<file path="config.mk">
export PLATFORM = sky130hd
export DESIGN_NAME = shift_seq_unit
export DESIGN_NICKNAME = d
export VERILOG_FILES = /design/src/rtl/shift_seq_unit.sv
export SDC_FILE = /design/constraint.sdc
export NUM_CORES = 1
export LEC_CHECK = 0
export ABC_AREA = 0
export BUFFER_PORTS_ARGS = -buffer_cell sky130_fd_sc_hd__buf_2
export CAP_MARGIN = 25
export CORE_MARGIN = 2
export CORE_UTILIZATION = 58
export CTS_BUF_LIST = sky130_fd_sc_hd__clkbuf_4
export DETAILED_ROUTE_END_ITERATION = 16
export GPL_TIMING_DRIVEN = 0
export PLACE_DENSITY = 0.95
export SYNTH_ARGS = -nofsm -noshare
export SYNTH_HDL_FRONTEND = slang
export SYNTH_SLANG_ARGS = --single-unit
</file>
<file path="constraint.sdc">
create_clock -name clk -period 5.3 [get_ports clk]
set_input_delay 0.53 -clock clk [delete_from_list [all_inputs] [get_ports clk]]
set_output_delay 0.53 -clock clk [all_outputs]
set_load 0.01 [all_outputs]
</file>
<file path="src/rtl/shift_seq_unit.sv">
// Multi-cycle shifter for RV32I SLL/SRL/SRA: shifts up to STEP bits per cycle
// under a start/ready/done handshake. The pipeline stalls while busy is high.
module shift_seq_unit #(
    parameter int unsigned WIDTH = 32,
    parameter int unsigned STEP  = 1
) (
    input  logic             clk,
    input  logic             rst_n,
    input  logic             start,
    input  logic [1:0]       op,
    input  logic [WIDTH-1:0] operand,
    input  logic [4:0]       shamt,
    input  logic             flush,
    output logic             ready,
    output logic             busy,
    output logic             done,
    output logic [WIDTH-1:0] result
);

    localparam int unsigned SHW = 5;

    typedef enum logic [1:0] {
        S_IDLE  = 2'd0,
        S_SHIFT = 2'd1,
        S_DONE  = 2'd2
    } state_e;

    state_e           state_q, state_d;
    logic [WIDTH-1:0] sr_q, sr_d;
    logic [1:0]       op_q, op_d;
    logic [SHW-1:0]   rem_q, rem_d;
    logic             ready_q, ready_d;
    logic             busy_q, busy_d;
    logic             done_q, done_d;
    logic [SHW-1:0]   step_k;
    logic [WIDTH-1:0] shifted;

    // Bits consumed this cycle: min(STEP, remaining).
    always_comb begin
        step_k = rem_q;
        if (rem_q > SHW'(STEP)) begin
            step_k = SHW'(STEP);
        end
    end

    // One partial shift of the latched value; reserved op 11 behaves as SLL.
    always_comb begin
        shifted = sr_q << step_k;
        case (op_q)
            2'b01:   shifted = sr_q >> step_k;
            2'b10:   shifted = WIDTH'($signed(sr_q) >>> step_k);
            default: shifted = sr_q << step_k;
        endcase
    end

    // Next-state logic; flush wins over start so an aborted cycle never accepts.
    always_comb begin
        state_d = state_q;
        sr_d    = sr_q;
        op_d    = op_q;
        rem_d   = rem_q;
        case (state_q)
            S_SHIFT: begin
                if (flush) begin
                    state_d = S_IDLE;
                end else begin
                    sr_d  = shifted;
                    rem_d = rem_q - step_k;
                    if (rem_q == step_k) begin
                        state_d = S_DONE;
                    end
                end
            end
            default: begin
                state_d = S_IDLE;
                if (!flush && start) begin
                    sr_d    = operand;
                    op_d    = op;
                    rem_d   = shamt;
                    state_d = (shamt != '0) ? S_SHIFT : S_DONE;
                end
            end
        endcase
        ready_d = (state_d != S_SHIFT);
        busy_d  = (state_d == S_SHIFT);
        done_d  = (state_d == S_DONE);
    end

    always_ff @(posedge clk or negedge rst_n) begin
        if (!rst_n) begin
            state_q <= S_IDLE;
            sr_q    <= '0;
            op_q    <= '0;
            rem_q   <= '0;
            ready_q <= 1'b1;
            busy_q  <= 1'b0;
            done_q  <= 1'b0;
        end else begin
            state_q <= state_d;
            sr_q    <= sr_d;
            op_q    <= op_d;
            rem_q   <= rem_d;
            ready_q <= ready_d;
            busy_q  <= busy_d;
            done_q  <= done_d;
        end
    end

    assign ready  = ready_q;
    assign busy   = busy_q;
    assign done   = done_q;
    assign result = sr_q;

endmodule

</file>
* After elaboration in Yosys (flattened, before gate mapping)
Cells that the tools add are included.
** Word-level totals
- ROM bits :: 0
- Output and inout port bits :: 35
- Input port bits :: 43
- Logic and storage cells :: 40
- Bits in latches :: 0
- Bits in registers :: 44
- Memories :: 0
- Bits in writable memories :: 0
** Operators by class
- Multiply operators :: 0
- Bitwise operators :: 1
- Add/subtract/negate cells :: 1
- Divide/modulo/power cells :: 0
- Shift-type cells :: 3
- Multiplexer cells :: 13
- Reduce and logical (&&, ||, !) cells :: 6
- Equal/unequal tests :: 8
- Order comparisons :: 1
** Operators by type and width (count)
- $mux W32 :: 3
- $pmux W32 S2 :: 1
- $shl A32 B5 Y32 :: 1
- $shr A32 B5 Y32 :: 1
- $sshr A32 B5 Y32 :: 1
- $mux W5 :: 4
- $mux W2 :: 5
- $eq A2 B1 Y1 const B :: 3
- $eq A5 B5 Y1 :: 1
- $gt A5 B1 Y1 const B :: 1
- $reduce_bool A5 Y1 :: 1
- $sub A5 B5 Y5 :: 1
- $eq A2 B2 Y1 const B :: 2
- $reduce_and A2 Y1 :: 2
- $ne A2 B1 Y1 const B :: 1
- $ne A2 B2 Y1 const B :: 1
- $reduce_bool A2 Y1 :: 1
- $logic_and A1 B1 Y1 :: 1
- $logic_not A1 Y1 :: 1
- $not A1 Y1 :: 1

* Longest topological paths before layout
- Depth after elaboration :: 7
- Gate-level depth with buffers :: 9
- Mapped depth without buffers :: 8

* Worst setup path before layout
Ideal clock, no wire load.
- Path type :: flip-flop to flip-flop
- Start :: register op_q[0]
- End :: register sr_q[22], in the netlist result[22]
- Data required time :: 5212 ps
- Stages on the path, launching flop included :: 10
- Period minus slack after synthesis :: 1976 ps
- Path buffers :: 4
- Setup slack :: 3324 ps
- Arrival time :: 1887 ps
- Library setup time :: 88 ps
- Path through :: dfrtp_1 -> inv_1 -> ha_1 -> buf_4 -> o21ba_2 -> buf_2 -> buf_2 -> clkbuf_1 -> nand3_1 -> a41oi_1
** Between the ends
- Longest elaborated chain between the ends :: 4
- Elaborated cells on any way between the ends :: 5
- Classes of those cells :: eq/ne (2); mux (3)
** Ends and longest elaborated chain
- from (decl) :: RTL line 30 : logic [1:0] op_q, op_d;
- from (signal assigned) :: RTL line 101 : op_q <= op_d;
- $eq A2 B2 Y1 or $eq A2 B1 Y1 (tied branches) :: RTL line 49 : case (op_q)
- $pmux W32 S2 (*) :: RTL line 49
- $mux W32 (*) :: RTL line 64 : if (flush) begin
- $mux W32 (*) :: RTL line 62 : case (state_q)
- to (signal assigned) :: RTL line 100 : sr_q <= sr_d;
- to (decl) :: RTL line 29 : logic [WIDTH-1:0] sr_q, sr_d;
Every way passes the cells marked *; elsewhere a longest branch is shown, timed or not. The select of a mux whose other input is x is not followed.
A chain may end at the register's enable or synchronous reset.

* Worst setup path in the final report
- Start :: register op_q[0]
- End :: register sr_q[5], in the netlist result[5]
Same word-level chain as after synthesis.

==> results.txt <==
CP bufs+invs - 5
first-iteration detailed-routing DRC count - 357
routed via count - 2,846
clock power share - 18.3%
Ant. Diodes - 0
switching share of total power - 39.6%
synthesized area per cell - 8.78 µm²
reg-to-reg startpoint - op_q[0]$_DFFE_PN0P_
Wirelength per Cell - 17.4 µm
fraction of layout cells with a size suffix above 1 - 26.8%
Final ANT Viol Nets - 0
Power per Cell Area - 376 nW/µm²
H-Tree Depth - 2
vias in the first global route - 2,517
Die H - 70.9 µm
Critical-path top delay cell - dfrtp_1
fin crit period - 2.37 ns
worst hold endpoint - op_q[0]$_DFFE_PN0P_
CP top delay family - buffers and inverters
max frequency - 422 MHz
WP depth - 9
crit-path cells - inv_1 > ha_1 > buf_4 > o21ba_2 > buf_2 > buf_2 > clkbuf_1 > o21ai_0 > a31oi_1
setup bufs post-CTS - 0
asr flop ratio synth - 100%
initial antenna violation count - 0
Layout Nets - 427
max cap viols - 0
row cnt - 24
Seq/Total Area, Yosys - 42.4%
endpoints failing hold - 0
FF-to-FF path depth - 9
Critical Path AT - 2.65 ns
Worst Setup Path Type - flop to flop
total core area - 4320 µm²
flop-to-flop setup slack - 2.93 ns
worst-path maximum fanout - 10
Overall Global Routing Usage - 30.4%
Post-synth EDFFs - 0
drt drc - 0
ys flop type - dfrtp_1
P_sw - 0.469 mW
Logic pwr share - 39.0%
Reg power frac - 42.6%
Worst slew margin - 46.1%
Area Growth Syn to Fin - 21.2%
clock slew seen by the registers of the worst setup and hold paths - 0.14 ns
syn_nets - 343
CTS Sinks - 44
most frequent CP cell - buf_2
hold path startpoint - op[0]
Worst setup EP type - flop
# resized after CTS - 0
Final Hold Slack - 0.353 ns
leak pwr - 1.41 nW
r2r endpoint - result[5]$_DFFE_PN0P_
# setup viols final - 0
gpl congestion - 0.909
port bufs - 75
Die X - 70.9 µm
Worst Hold Path Cells - 3
Detailed Route WL - 7530 µm
crit-path max cell delay - 0.38 ns
type of the worst min-delay path - primary input to flop
synth unique cells - 46
largest net degree at the start of global routing - 45
vias per cell - 6.57
CTS root buffer - clkbuf_4
CTS tree - yes
initial core utilization - 60.1%
CTS max path bufs - 2
Sum Neg Setup Slack - 0 ns
internal power - 0.716 mW
synthesized area - 2600 µm²
io pins - 78
Synth Register Bits - 44
drt pass-1 iters - 6
crit share post-route - 44.7%
Critical path origin - op_q[0]$_DFFE_PN0P_
first-pass GRT wire length - 12,200 µm
clock buffer count from CTS - 5
detailed-placement wirelength estimate - 5370 µm
unrepaired setup endpoints after global routing - no
Worst Setup Start Kind - flop
Setup Skew - 0.0146 ns
warning count from the yosys run - 0
status - completed
max-slew violations - 0
Worst Path Required - 5.58 ns
worst IR drop on VDD - 0.233 mV
number of hold buffers added after CTS - 0
Congestion Overflow GR - 0
worst-margin pin slew - 0.808 ns
Mapped Cells - 296
die area - 5030 µm²
worst-skew pair later-pin latency - 0.36 ns
==> how the worst max path moves through the flow <==
stage,end,slack (ns)
6_report,result[5]$_DFFE_PN0P_,2.93
5_1_grt,result[5]$_DFFE_PN0P_,2.75
4_1_cts,result[22]$_DFFE_PN0P_,2.99
3_5_place_dp,result[22]$_DFFE_PN0P_,3.04
3_3_place_gp,result[5]$_DFFE_PN0P_,3.06
2_1_floorplan,result[22]$_DFFE_PN0P_,3.32
==> metrics by stage <==
step           instance area, µm²  setup slack [ns]  power [mW]  util (%)  std cells
2_1_floorplan                2600              3.32       0.790         -        296
3_3_place_gp                 3040              3.06       0.942      70.3        423
3_5_place_dp                 3040              3.04       0.960      70.3        423
4_1_cts                      3120              2.99        1.18      72.1        431
5_1_grt                      3150              2.75        1.25      72.8        433
6_report                     3150              2.93        1.19      72.8        433
==> worst reg2reg max path, cell delays in order, from the launching register on <==
cell and delay (ns):
dfrtp_1 0.38, inv_1 0.06, ha_1 0.29, buf_4 0.18
o21ba_2 0.23, buf_2 0.18, buf_2 0.23, clkbuf_1 0.35
o21ai_0 0.19, a31oi_1 0.20
==> cell usage in the layout (no fill, tap or decap), types with 5 or more instances in the layout <==
master    netlist  layout
dfrtp_1        43      43
nor2_1         21      21
a22o_1          5       5
o21ai_0        37      37
buf_2           8      83
o22ai_1        22      22
inv_1           9       9
nand3_1         6       6
a31oi_1        24      24
clkbuf_1       13      13
clkbuf_4        0       6
a22oi_1         7       7
a21oi_1        18      18
a21o_1          6       6
nand2_1        14      14
==> logic make-up (layout without fill, tap and decap cells) <==
family	Yosys count	in the layout	share of synthesized area, %
AO/OA/AOI/OAI	144	144	35.2
adder cells (fa/ha/maj)	4	4	1.93
buffers and inverters	36	121	6.16
flip-flops	44	44	42.4
multiplexers	6	6	2.41
AND/OR/NAND/NOR	62	62	11.8
==> area by class of cell <==
type | count | area, µm²
buffer | 27 | 126
clock buffer | 6 | 45.0
clock inverter | 2 | 35.0
fill | 333 | 1170
inverter | 9 | 33.8
multi-input combinational | 216 | 1340
sequential | 44 | 1100
tap | 52 | 65.1
timing repair buffer | 77 | 405
==> synth_stat cells (all sizes together) (2+ instances only) <==
library cell  instances  area share [%]
nor2                 21             3.0
o211ai                4             1.2
and3                  4            0.96
a21o                  6             1.7
a221o                 3             1.2
dfrtp                43              41
o22a                  4             1.3
mux2                  2            0.87
a211o                 2            0.67
buf                  14             3.0
o21ai                40             7.7
a31oi                24             5.8
o22ai                22             5.3
or3                   3            0.72
nor3                  4             1.2
mux2i                 4             1.5
clkbuf               13             1.9
a22oi                 7             2.0
a311o                 2            0.77
a21oi                19             3.8
nor4                  2            0.48
nand2b                2            0.48
a22o                  5             1.7
inv                   9             1.3
ha                    4             1.9
nand2                14             2.0
nand3                 6             1.2
==> power by group through the flow <==
stage               Clock, mW  Combinational [mW]  Sequential [mW]
finish                  0.217               0.463            0.505
global route            0.229               0.508            0.515
CTS                     0.221               0.456            0.501
detailed placement          0               0.454            0.506
global placement            0               0.439            0.502
floorplan                   0               0.273            0.517
==> flip-flops by register name, summed over array words and instances, names as in the netlist <==
register	cells
op_q	2
state_q	2
result	32
ready	1
busy	1
rem_q	5
done	1
==> per-layer routing <==
metal,wire [µm],vias to the layer above,GRT usage [%]
met5,0,-,0
met4,140,0,9.64
met3,720,22,5.98
met2,3610,196,49.3
met1,3060,1328,41.6
li1,-,1300,-
Power figures use the tool's default switching activity.
